<file path="config.mk">
export PLATFORM = sky130hd
export DESIGN_NAME = axi8_lite_initiator_flat
export DESIGN_NICKNAME = d
export VERILOG_FILES = /design/src/rtl/axi8_lite_initiator_if.sv /design/src/rtl/axi8_lite_initiator.sv /design/src/flat_wrapper.sv
export SDC_FILE = /design/constraint.sdc
export NUM_CORES = 1
export LEC_CHECK = 0
export CORE_UTILIZATION = 40
export CTS_CLUSTER_DIAMETER = 60
export CTS_CLUSTER_SIZE = 20
export DETAILED_ROUTE_END_ITERATION = 10
export PLACE_DENSITY = 0.68
export SLEW_MARGIN = 20
export SYNTH_ARGS = -nofsm -noshare
export SYNTH_HDL_FRONTEND = slang
export SYNTH_SLANG_ARGS = --single-unit
</file>
<file path="constraint.sdc">
create_clock -name clk -period 1.68 [get_ports clk]
set_input_delay 0.252 -clock clk [delete_from_list [all_inputs] [get_ports clk]]
set_output_delay 0.252 -clock clk [all_outputs]
set_load 0.02 [all_outputs]
</file>
<file path="src/rtl/axi8_lite_initiator_if.sv">
// AXI8-lite bus bundle between the initiator (master) and a responder (slave).
// The AW and AR channels share one address bus. The write strobe is a single bit.
interface axi8_lite_initiator_if #(
  parameter int ADDR_W = 1,
  parameter int DATA_W = 8
);
  logic              awvalid;
  logic              awready;
  logic              wvalid;
  logic              wready;
  logic              bvalid;
  logic              bready;
  logic              arvalid;
  logic              arready;
  logic              rvalid;
  logic              rready;
  logic [ADDR_W-1:0] addr;
  logic              wstrb;
  logic [DATA_W-1:0] wdata;
  logic [DATA_W-1:0] rdata;

  modport master (
    output awvalid, wvalid, bready, arvalid, rready, addr, wstrb, wdata,
    input  awready, wready, bvalid, arready, rvalid, rdata
  );

  modport slave (
    input  awvalid, wvalid, bready, arvalid, rready, addr, wstrb, wdata,
    output awready, wready, bvalid, arready, rvalid, rdata
  );
endinterface

</file>
<file path="src/rtl/axi8_lite_initiator.sv">
// AXI8-lite initiator. It turns single-beat local read and write commands into
// AW/W/B or AR/R handshakes and returns one response per command. Only one
// transaction is outstanding at a time. A responder that stalls any handshake
// for TIMEOUT_CYC cycles aborts the transaction with rsp_err set.
// Setting TIMEOUT_CYC to 0 disables the timeout.
module axi8_lite_initiator #(
  parameter int ADDR_W      = 1,
  parameter int DATA_W      = 8,
  parameter int TIMEOUT_CYC = 255
) (
  input  logic              clk,
  input  logic              rst,
  input  logic              cmd_valid,
  output logic              cmd_ready,
  input  logic              cmd_write,
  input  logic [ADDR_W-1:0] cmd_addr,
  input  logic [DATA_W-1:0] cmd_wdata,
  input  logic              cmd_wstrb,
  output logic              rsp_valid,
  input  logic              rsp_ready,
  output logic              rsp_write,
  output logic [DATA_W-1:0] rsp_rdata,
  output logic              rsp_err,
  axi8_lite_initiator_if.master m
);

  // The counter is wide enough to hold TIMEOUT_CYC. It saturates instead of
  // wrapping, so a disabled timeout can never fire by accident.
  localparam int               CNT_W      = (TIMEOUT_CYC > 0) ? $clog2(TIMEOUT_CYC + 1) : 1;
  localparam bit               TIMEOUT_EN = (TIMEOUT_CYC > 0);
  localparam logic [CNT_W-1:0] CNT_MAX    = '1;
  localparam logic [CNT_W-1:0] CNT_LIMIT  = CNT_W'((TIMEOUT_CYC > 0) ? (TIMEOUT_CYC - 1) : 0);

  typedef enum logic [2:0] {
    IDLE,
    WR_REQ,
    WR_RESP,
    RD_REQ,
    RD_DATA,
    RESP
  } state_t;

  state_t           state;
  logic             aw_done;
  logic             w_done;
  logic [CNT_W-1:0] cnt;

  logic             aw_hs;
  logic             w_hs;
  logic             b_hs;
  logic             ar_hs;
  logic             r_hs;
  logic             wr_req_done;
  logic             timeout_hit;
  logic [CNT_W-1:0] cnt_next;

  assign aw_hs       = m.awvalid & m.awready;
  assign w_hs        = m.wvalid & m.wready;
  assign b_hs        = m.bvalid & m.bready;
  assign ar_hs       = m.arvalid & m.arready;
  assign r_hs        = m.rvalid & m.rready;
  // A write request is complete once both AW and W have been accepted.
  // The two may be accepted in either order or in the same cycle.
  assign wr_req_done = (aw_done | aw_hs) & (w_done | w_hs);
  assign timeout_hit = TIMEOUT_EN && (cnt == CNT_LIMIT);
  assign cnt_next    = (cnt == CNT_MAX) ? cnt : cnt + 1'b1;

  // Transaction sequencer: the state, all registered outputs and the timeout counter.
  always_ff @(posedge clk) begin
    if (rst) begin
      state     <= IDLE;
      cmd_ready <= 1'b1;
      rsp_valid <= 1'b0;
      rsp_write <= 1'b0;
      rsp_rdata <= '0;
      rsp_err   <= 1'b0;
      m.awvalid <= 1'b0;
      m.wvalid  <= 1'b0;
      m.bready  <= 1'b0;
      m.arvalid <= 1'b0;
      m.rready  <= 1'b0;
      m.addr    <= '0;
      m.wstrb   <= 1'b0;
      m.wdata   <= '0;
      aw_done   <= 1'b0;
      w_done    <= 1'b0;
      cnt       <= '0;
    end else begin
      case (state)
        IDLE: begin
          if (cmd_valid && cmd_ready) begin
            m.addr    <= cmd_addr;
            m.wdata   <= cmd_wdata;
            m.wstrb   <= cmd_wstrb;
            rsp_write <= cmd_write;
            cmd_ready <= 1'b0;
            aw_done   <= 1'b0;
            w_done    <= 1'b0;
            cnt       <= '0;
            if (cmd_write) begin
              m.awvalid <= 1'b1;
              m.wvalid  <= 1'b1;
              state     <= WR_REQ;
            end else begin
              m.arvalid <= 1'b1;
              state     <= RD_REQ;
            end
          end
        end

        WR_REQ: begin
          if (wr_req_done) begin
            m.awvalid <= 1'b0;
            m.wvalid  <= 1'b0;
            m.bready  <= 1'b1;
            cnt       <= '0;
            state     <= WR_RESP;
          end else if (timeout_hit) begin
            m.awvalid <= 1'b0;
            m.wvalid  <= 1'b0;
            rsp_valid <= 1'b1;
            rsp_err   <= 1'b1;
            rsp_rdata <= '0;
            state     <= RESP;
          end else begin
            if (aw_hs) begin
              m.awvalid <= 1'b0;
              aw_done   <= 1'b1;
            end
            if (w_hs) begin
              m.wvalid <= 1'b0;
              w_done   <= 1'b1;
            end
            cnt <= cnt_next;
          end
        end

        WR_RESP: begin
          if (b_hs) begin
            m.bready  <= 1'b0;
            rsp_valid <= 1'b1;
            rsp_err   <= 1'b0;
            rsp_rdata <= '0;
            state     <= RESP;
          end else if (timeout_hit) begin
            m.bready  <= 1'b0;
            rsp_valid <= 1'b1;
            rsp_err   <= 1'b1;
            rsp_rdata <= '0;
            state     <= RESP;
          end else begin
            cnt <= cnt_next;
          end
        end

        RD_REQ: begin
          if (ar_hs) begin
            m.arvalid <= 1'b0;
            m.rready  <= 1'b1;
            cnt       <= '0;
            state     <= RD_DATA;
          end else if (timeout_hit) begin
            m.arvalid <= 1'b0;
            rsp_valid <= 1'b1;
            rsp_err   <= 1'b1;
            rsp_rdata <= '0;
            state     <= RESP;
          end else begin
            cnt <= cnt_next;
          end
        end

        RD_DATA: begin
          if (r_hs) begin
            m.rready  <= 1'b0;
            rsp_valid <= 1'b1;
            rsp_err   <= 1'b0;
            rsp_rdata <= m.rdata;
            state     <= RESP;
          end else if (timeout_hit) begin
            m.rready  <= 1'b0;
            rsp_valid <= 1'b1;
            rsp_err   <= 1'b1;
            rsp_rdata <= '0;
            state     <= RESP;
          end else begin
            cnt <= cnt_next;
          end
        end

        RESP: begin
          if (rsp_ready) begin
            rsp_valid <= 1'b0;
            rsp_err   <= 1'b0;
            cmd_ready <= 1'b1;
            state     <= IDLE;
          end
        end

        default: begin
          state <= IDLE;
        end
      endcase
    end
  end

endmodule
</file>
<file path="src/flat_wrapper.sv">
// flat-port wrapper written by rule: the top's interface ports become plain ports
module axi8_lite_initiator_flat 
#(
  parameter int ADDR_W      = 1,
  parameter int DATA_W      = 8,
  parameter int TIMEOUT_CYC = 255
)
  (clk, rst, cmd_valid, cmd_ready, cmd_write, cmd_addr, cmd_wdata, cmd_wstrb, rsp_valid, rsp_ready, rsp_write, rsp_rdata, rsp_err, m_awvalid, m_wvalid, m_bready, m_arvalid, m_rready, m_addr, m_wstrb, m_wdata, m_awready, m_wready, m_bvalid, m_arready, m_rvalid, m_rdata);
  axi8_lite_initiator_if #(.ADDR_W(ADDR_W), .DATA_W(DATA_W)) m_i ();
  input  logic clk;
  input  logic rst;
  input  logic cmd_valid;
  output logic cmd_ready;
  input  logic cmd_write;
  input  logic [ADDR_W-1:0] cmd_addr;
  input  logic [DATA_W-1:0] cmd_wdata;
  input  logic cmd_wstrb;
  output logic rsp_valid;
  input  logic rsp_ready;
  output logic rsp_write;
  output logic [DATA_W-1:0] rsp_rdata;
  output logic rsp_err;
  output wire logic [$bits(m_i.awvalid)-1:0] m_awvalid;
  output wire logic [$bits(m_i.wvalid)-1:0] m_wvalid;
  output wire logic [$bits(m_i.bready)-1:0] m_bready;
  output wire logic [$bits(m_i.arvalid)-1:0] m_arvalid;
  output wire logic [$bits(m_i.rready)-1:0] m_rready;
  output wire logic [$bits(m_i.addr)-1:0] m_addr;
  output wire logic [$bits(m_i.wstrb)-1:0] m_wstrb;
  output wire logic [$bits(m_i.wdata)-1:0] m_wdata;
  input wire logic [$bits(m_i.awready)-1:0] m_awready;
  input wire logic [$bits(m_i.wready)-1:0] m_wready;
  input wire logic [$bits(m_i.bvalid)-1:0] m_bvalid;
  input wire logic [$bits(m_i.arready)-1:0] m_arready;
  input wire logic [$bits(m_i.rvalid)-1:0] m_rvalid;
  input wire logic [$bits(m_i.rdata)-1:0] m_rdata;
  assign m_awvalid = m_i.awvalid;
  assign m_wvalid = m_i.wvalid;
  assign m_bready = m_i.bready;
  assign m_arvalid = m_i.arvalid;
  assign m_rready = m_i.rready;
  assign m_addr = m_i.addr;
  assign m_wstrb = m_i.wstrb;
  assign m_wdata = m_i.wdata;
  assign m_i.awready = m_awready;
  assign m_i.wready = m_wready;
  assign m_i.bvalid = m_bvalid;
  assign m_i.arready = m_arready;
  assign m_i.rvalid = m_rvalid;
  assign m_i.rdata = m_rdata;
  axi8_lite_initiator #(.ADDR_W(ADDR_W), .DATA_W(DATA_W), .TIMEOUT_CYC(TIMEOUT_CYC)) u_core (.clk(clk), .rst(rst), .cmd_valid(cmd_valid), .cmd_ready(cmd_ready), .cmd_write(cmd_write), .cmd_addr(cmd_addr), .cmd_wdata(cmd_wdata), .cmd_wstrb(cmd_wstrb), .rsp_valid(rsp_valid), .rsp_ready(rsp_ready), .rsp_write(rsp_write), .rsp_rdata(rsp_rdata), .rsp_err(rsp_err), .m(m_i));
endmodule
</file>
### Word-level counts from Yosys, hierarchy flattened

Cells that the tools add are included.

* bits in registers: 40
* logic and storage cells: 142

* add/subtract/negate cells: 1
* eq/ne operators: 25
* mux-type cells: 68
* bitwise gates (word level): 8
* reductions and logical operators: 23

Operators by type and width (number)
* $mux W8: 12
* $pmux W8 S5: 1
* $mux W1: 35
* $pmux W8 S4: 1
* $mux W3: 7
* $reduce_and A4 Y1: 5
* $pmux W3 S6: 1
* $eq A8 B8 Y1 const B: 2
* $ne A2 B2 Y1 const B: 8
* $pmux W1 S2: 8
* $reduce_and A3 Y1: 4
* $ne A2 B1 Y1 const B: 5
* $pmux W1 S5: 2
* $reduce_and A5 Y1: 2
* $reduce_bool A2 Y1: 5
* $reduce_bool A5 Y1: 2
* $ne A3 B1 Y1 const B: 3
* $add A8 B1 Y8 const B: 1
* $ne A4 B1 Y1 const B: 2
* $and A1 B1 Y1: 6
* $eq A3 B2 Y1 const B: 2
* $eq A3 B3 Y1 const B: 2
* $reduce_and A2 Y1: 2
* $reduce_bool A4 Y1: 1
* other kinds (5): 6

### Longest topological paths before layout

* depth after elaboration: 5
* depth in mapped cells: 7
* gate-level depth less buffers: 6

### Worst setup path after synthesis

OpenSTA, ideal clock, no wires.

* kind: register to register
* start point: register u_core.m.wvalid
* end point: register u_core.cnt[6]
* setup time: 80 ps
* data arrival time: 1492 ps
* slack: 109 ps
* cell stages (with the launch flop): 7
* buffers on the path: 1
* cells stage by stage: dfxtp_1 -> a21oi_1 -> o21ai_2 -> a221oi_2 -> buf_4 -> o21ai_1 -> a211oi_2

* cells in the longest elaborated chain, start to end: 5

RTL lines
* start, declared: RTL line axi8_lite_initiator_if.sv:23 `output awvalid, wvalid, bready, arvalid, rready, addr, wstrb, wdata,`
* start signal, assigned: RTL line axi8_lite_initiator.sv:78 `m.wvalid <= 1'b0;`
* start signal, assigned: RTL line axi8_lite_initiator.sv:102 `m.wvalid <= 1'b1;`
* start signal, assigned: RTL line axi8_lite_initiator.sv:114 `m.wvalid <= 1'b0;`
* $and A1 B1 Y1: RTL line axi8_lite_initiator.sv:58 `assign w_hs = m.wvalid & m.wready;`
* $or A1 B1 Y1: RTL line axi8_lite_initiator.sv:64 `assign wr_req_done = (aw_done | aw_hs) & (w_done | w_hs);`
* $and A1 B1 Y1: RTL line axi8_lite_initiator.sv:64
* $mux W8: RTL line axi8_lite_initiator.sv:112 `if (wr_req_done) begin`
* $pmux W8 S5: RTL line axi8_lite_initiator.sv:89 `case (state)`
* end signal, assigned: RTL line axi8_lite_initiator.sv:134 `cnt <= cnt_next;`
* end signal, assigned: RTL line axi8_lite_initiator.sv:152 `cnt <= cnt_next;`
* end signal, assigned: RTL line axi8_lite_initiator.sv:169 `cnt <= cnt_next;`
* end, declared: RTL line axi8_lite_initiator.sv:46 `logic [CNT_W-1:0] cnt;`

No other way between the ends.
A chain may end at the register's enable or synchronous reset.

### Final worst setup path

* start point: register u_core.state[1]
* end point: register u_core.rsp_rdata[0]

* cells in the longest elaborated chain, start to end: 3
* elaborated cells between the ends (all ways): 9
* classes of those cells: eq/ne (6); mux (1); reduce/logical (2)

RTL lines
* start, declared: RTL line axi8_lite_initiator.sv:43 `state_t state;`
* start signal, assigned: RTL line axi8_lite_initiator.sv:71 `state <= IDLE;`
* start signal, assigned: RTL line axi8_lite_initiator.sv:103 `state <= WR_REQ;`
* start signal, assigned: RTL line axi8_lite_initiator.sv:106 `state <= RD_REQ;`
* $eq A3 B1 Y1, or another cell as far along: RTL line axi8_lite_initiator.sv:89
* $reduce_bool A4 Y1 (no source line) or $ne A2 B2 Y1 (tied branches)
* $reduce_and A3 Y1 (no source line)
* end signal, assigned: RTL line axi8_lite_initiator.sv:178 `rsp_rdata <= m.rdata;`
* end, declared: RTL line axi8_lite_initiator.sv:22 `output logic [DATA_W-1:0] rsp_rdata,`

Parallel ways exist; a longest one is shown, timed or not.

==> reports/metrics.yaml <==
status:
  status: "complete, no violations"
yosys:
  avgSynthCellArea_um2: 8.51
  synth_seq_cells: 40
  ys_async_sr_fraction_pct: 0
  synth_area_mm2: 0.00199
  syn-num-nets: 264
  synth.yosys.warnings: 0
  yosysSeqAreaShare_pct: 40.2
  synthFlopType: "dfxtp_1"
  syn-instance-count: 234
  synth_cell_types: 50
  synth-edff-count: 0
grt:
  antenna_found_initial: 0
  grt_usage_pct: 22.1
  grt_pass1_wl_mm: 8.97
  overflow: 0
  grt_max_degree: 16
  grt_pass1_vias: 1932
timing:
  setup_viol: 0
  fin_skew_ns: 0.00387
  hold_viol: 0
  drv_slew: 0
  fmax_mhz: 622
  fin_crit_ns: 1.61
  maxSlewHeadroom_pct: 75.5
  period_share_pct: 95.6
  worstMarginPinSlew_ns: 0.367
  worst_slack_ns: 0.0732
route:
  routed_wl_mm: 5.50
  num_vias: 2074
  postRouteAntennaNets: 0
  drc: 0
  drtPass1Iterations: 4
  drt_iter0_drc: 127
  routedWlPerCell_um: 14.1
  vias_per_cell: 5.32
cts:
  cts_buffers: 5
  cts_buffer_depth: 2
  htree_levels: 2
  cts_tree: "yes"
  post-cts-setup-buffer-count: 0
  numClockSinks: 40
  clk_latency_ns: 0.29
  cts.clk_slew.worst_paths_ns: 0.08
  clock-root-buffer: "clkbuf_8"
critical_path:
  critPathArrivalTime_ns: 1.79
  worstSetupPathType: "reg -> reg"
  cp_max_fo: 9
  slowest_stage: "dfxtp_2"
  start_kind: "register"
  max_stage_delay_ns: 0.38
  crit_required_ns: 1.86
  cp-end-kind: "register"
  worstPathCellList: "or2_1 > or3_4 > nand3_2 > a21oi_4 > a22o_1"
floorplan:
  row_count: 25
  die_y_um: 72.6
  start_util_pct: 41.9
  core_area_mm2: 0.00475
  ios: 55
  die_width_um: 72.6
  dieArea_mm2: 0.00527
final_layout:
  layout_common_cells: "clkdlybuf4s50_1 (52), buf_4 (40), nand2_1 (38)"
  syn2layout_area_growth_pct: 52.5
  final_common_cell: "clkdlybuf4s50_1"
  antenna_cells: 0
  utilization_pct: 63.9
  nets: 353
  drive_above_1_share_pct: 22.9
place:
  dp.final_hpwl_mm: 4.05
  port_buffers: 54
  gp_congestion: 0.840
  pre_cts_slack_ns: -0.256
flow_run:
  cap_violations: 0
power:
  p_leak_nw: 1.16
  p_per_area_mw_per_mm2: 939
  peakVddDrop_mv: 0.501
worst_hold_path:
  hold_path.class: "reg -> reg"
[state kept, by name (all words and copies together), names as in the netlist]
register          flops
u_core.aw_done        1
u_core.m.wdata        8
u_core.cnt            8
u_core.m.wvalid       1
u_core.rsp_rdata      8
u_core.rsp_write      1
u_core.m.arvalid      1
u_core.state          3
u_core.m.addr         1
u_core.rsp_valid      1
u_core.w_done         1
u_core.m.awvalid      1
u_core.cmd_ready      1
u_core.m.rready       1
u_core.rsp_err        1
u_core.m.bready       1
u_core.m.wstrb        1
[routing by layer]
layer | up-vias | track usage, % | part of all wire, %
met1 | 970 | 30.5 | 49
met3 | 6 | 4.31 | 4.6
li1 | 1041 | - | -
met4 | 0 | 8.06 | 1.4
met2 | 57 | 34.2 | 45
met5 | - | 0 | 0
[kinds of logic after synthesis]
group / after synthesis / synth area share, %
DFF: 40 / 40.2
and+or+nand+nor: 90 / 22.0
AOI/OAI and AO/OA: 83 / 31.4
buffers and inverters: 19 / 5.09
adders and majority gates: 2 / 1.26
[synth_stat cells (2+ instances only)]
master / n / area, um^2
a211oi_1: 2 / 15.0
a211oi_2: 5 / 62.6
a21boi_0: 2 / 15.0
a21oi_1: 25 / 125
a21oi_2: 2 / 17.5
a22o_1: 10 / 87.6
a311oi_1: 2 / 17.5
a31o_2: 2 / 17.5
a31oi_1: 3 / 18.8
a41oi_1: 4 / 35.0
and2_1: 2 / 12.5
and2b_1: 2 / 15.0
and3_1: 4 / 25.0
and4_1: 2 / 17.5
buf_1: 2 / 7.51
buf_2: 6 / 30.0
buf_4: 2 / 15.0
buf_6: 2 / 22.5
clkbuf_1: 2 / 7.51
dfxtp_1: 40 / 801
ha_1: 2 / 25.0
inv_1: 5 / 18.8
nand2_1: 38 / 143
nand3_1: 5 / 25.0
nand4_1: 4 / 25.0
nor2_1: 15 / 56.3
nor3_1: 8 / 40.0
nor3b_1: 2 / 15.0
o21ai_0: 9 / 45.0
o21ai_1: 5 / 25.0
[worst max-delay path, delay by kind of cell (launching register included)]
| family | cells | cell delay (ns) |
|---|---|---|
| AND/OR/NAND/NOR | 3 | 0.78 |
| flip-flops | 1 | 0.38 |
| AO/OA/AOI/OAI | 2 | 0.34 |
[through the flow]
step / TNS (ns) / cell area, um^2 / total power, W / instances / hold WS (ns)
after floorplan: 0 / 1990 / 0.00156 / 234 / 0.368
after CTS: 0 / 3000 / 0.00285 / 390 / 0.457
final: 0 / 3040 / 0.00285 / 390 / 0.453
after detailed placement: -3.70 / 2870 / 0.00193 / 383 / 0.446
after global placement: -3.34 / 2870 / 0.00193 / 383 / 0.440
after global routing: -0.0158 / 3040 / 0.00301 / 390 / 0.482
[worst paths after layout]
kind,slack [ns],startpoint,to,depth (start not counted)
max,0.07,u_core.state[1]$_SDFFE_PP0P_,u_core.rsp_rdata[0]$_SDFFE_PP0P_,5
min,0.45,u_core.m.wdata[3]$_SDFFE_PP0P_,u_core.m.wdata[3]$_SDFFE_PP0P_,2
max reg2reg,0.07,u_core.state[1]$_SDFFE_PP0P_,u_core.rsp_rdata[0]$_SDFFE_PP0P_,5
min reg2reg,0.45,u_core.m.wdata[3]$_SDFFE_PP0P_,u_core.m.wdata[3]$_SDFFE_PP0P_,2
[what timing repair did]
item | in CTS | in global routing
pin swaps | 0 | 3
gates resized for setup | 1 | 11
hold buffers | 0 | 0
endpoints found under the setup margin | 6 | 25
[layout make-up]
| class | count | area [um^2] |
|---|---|---|
| Clock buffer | 5 | 68.8 |
| Clock inverter | 2 | 60.1 |
| Fill cell | 430 | 1720 |
| Inverter | 5 | 18.8 |
| Multi-Input combinational cell | 175 | 1110 |
| Sequential cell | 40 | 806 |
| Tap cell | 67 | 83.8 |
| Timing Repair Buffer | 96 | 886 |
[report_power, final]
group	internal [W]	switching (W)	leakage, nW
sequential	0.00101	0.0000579	0.326
combinational	0.000429	0.000449	0.767
clock	0.000585	0.000325	0.0642
Power figures use the tool's default switching activity.
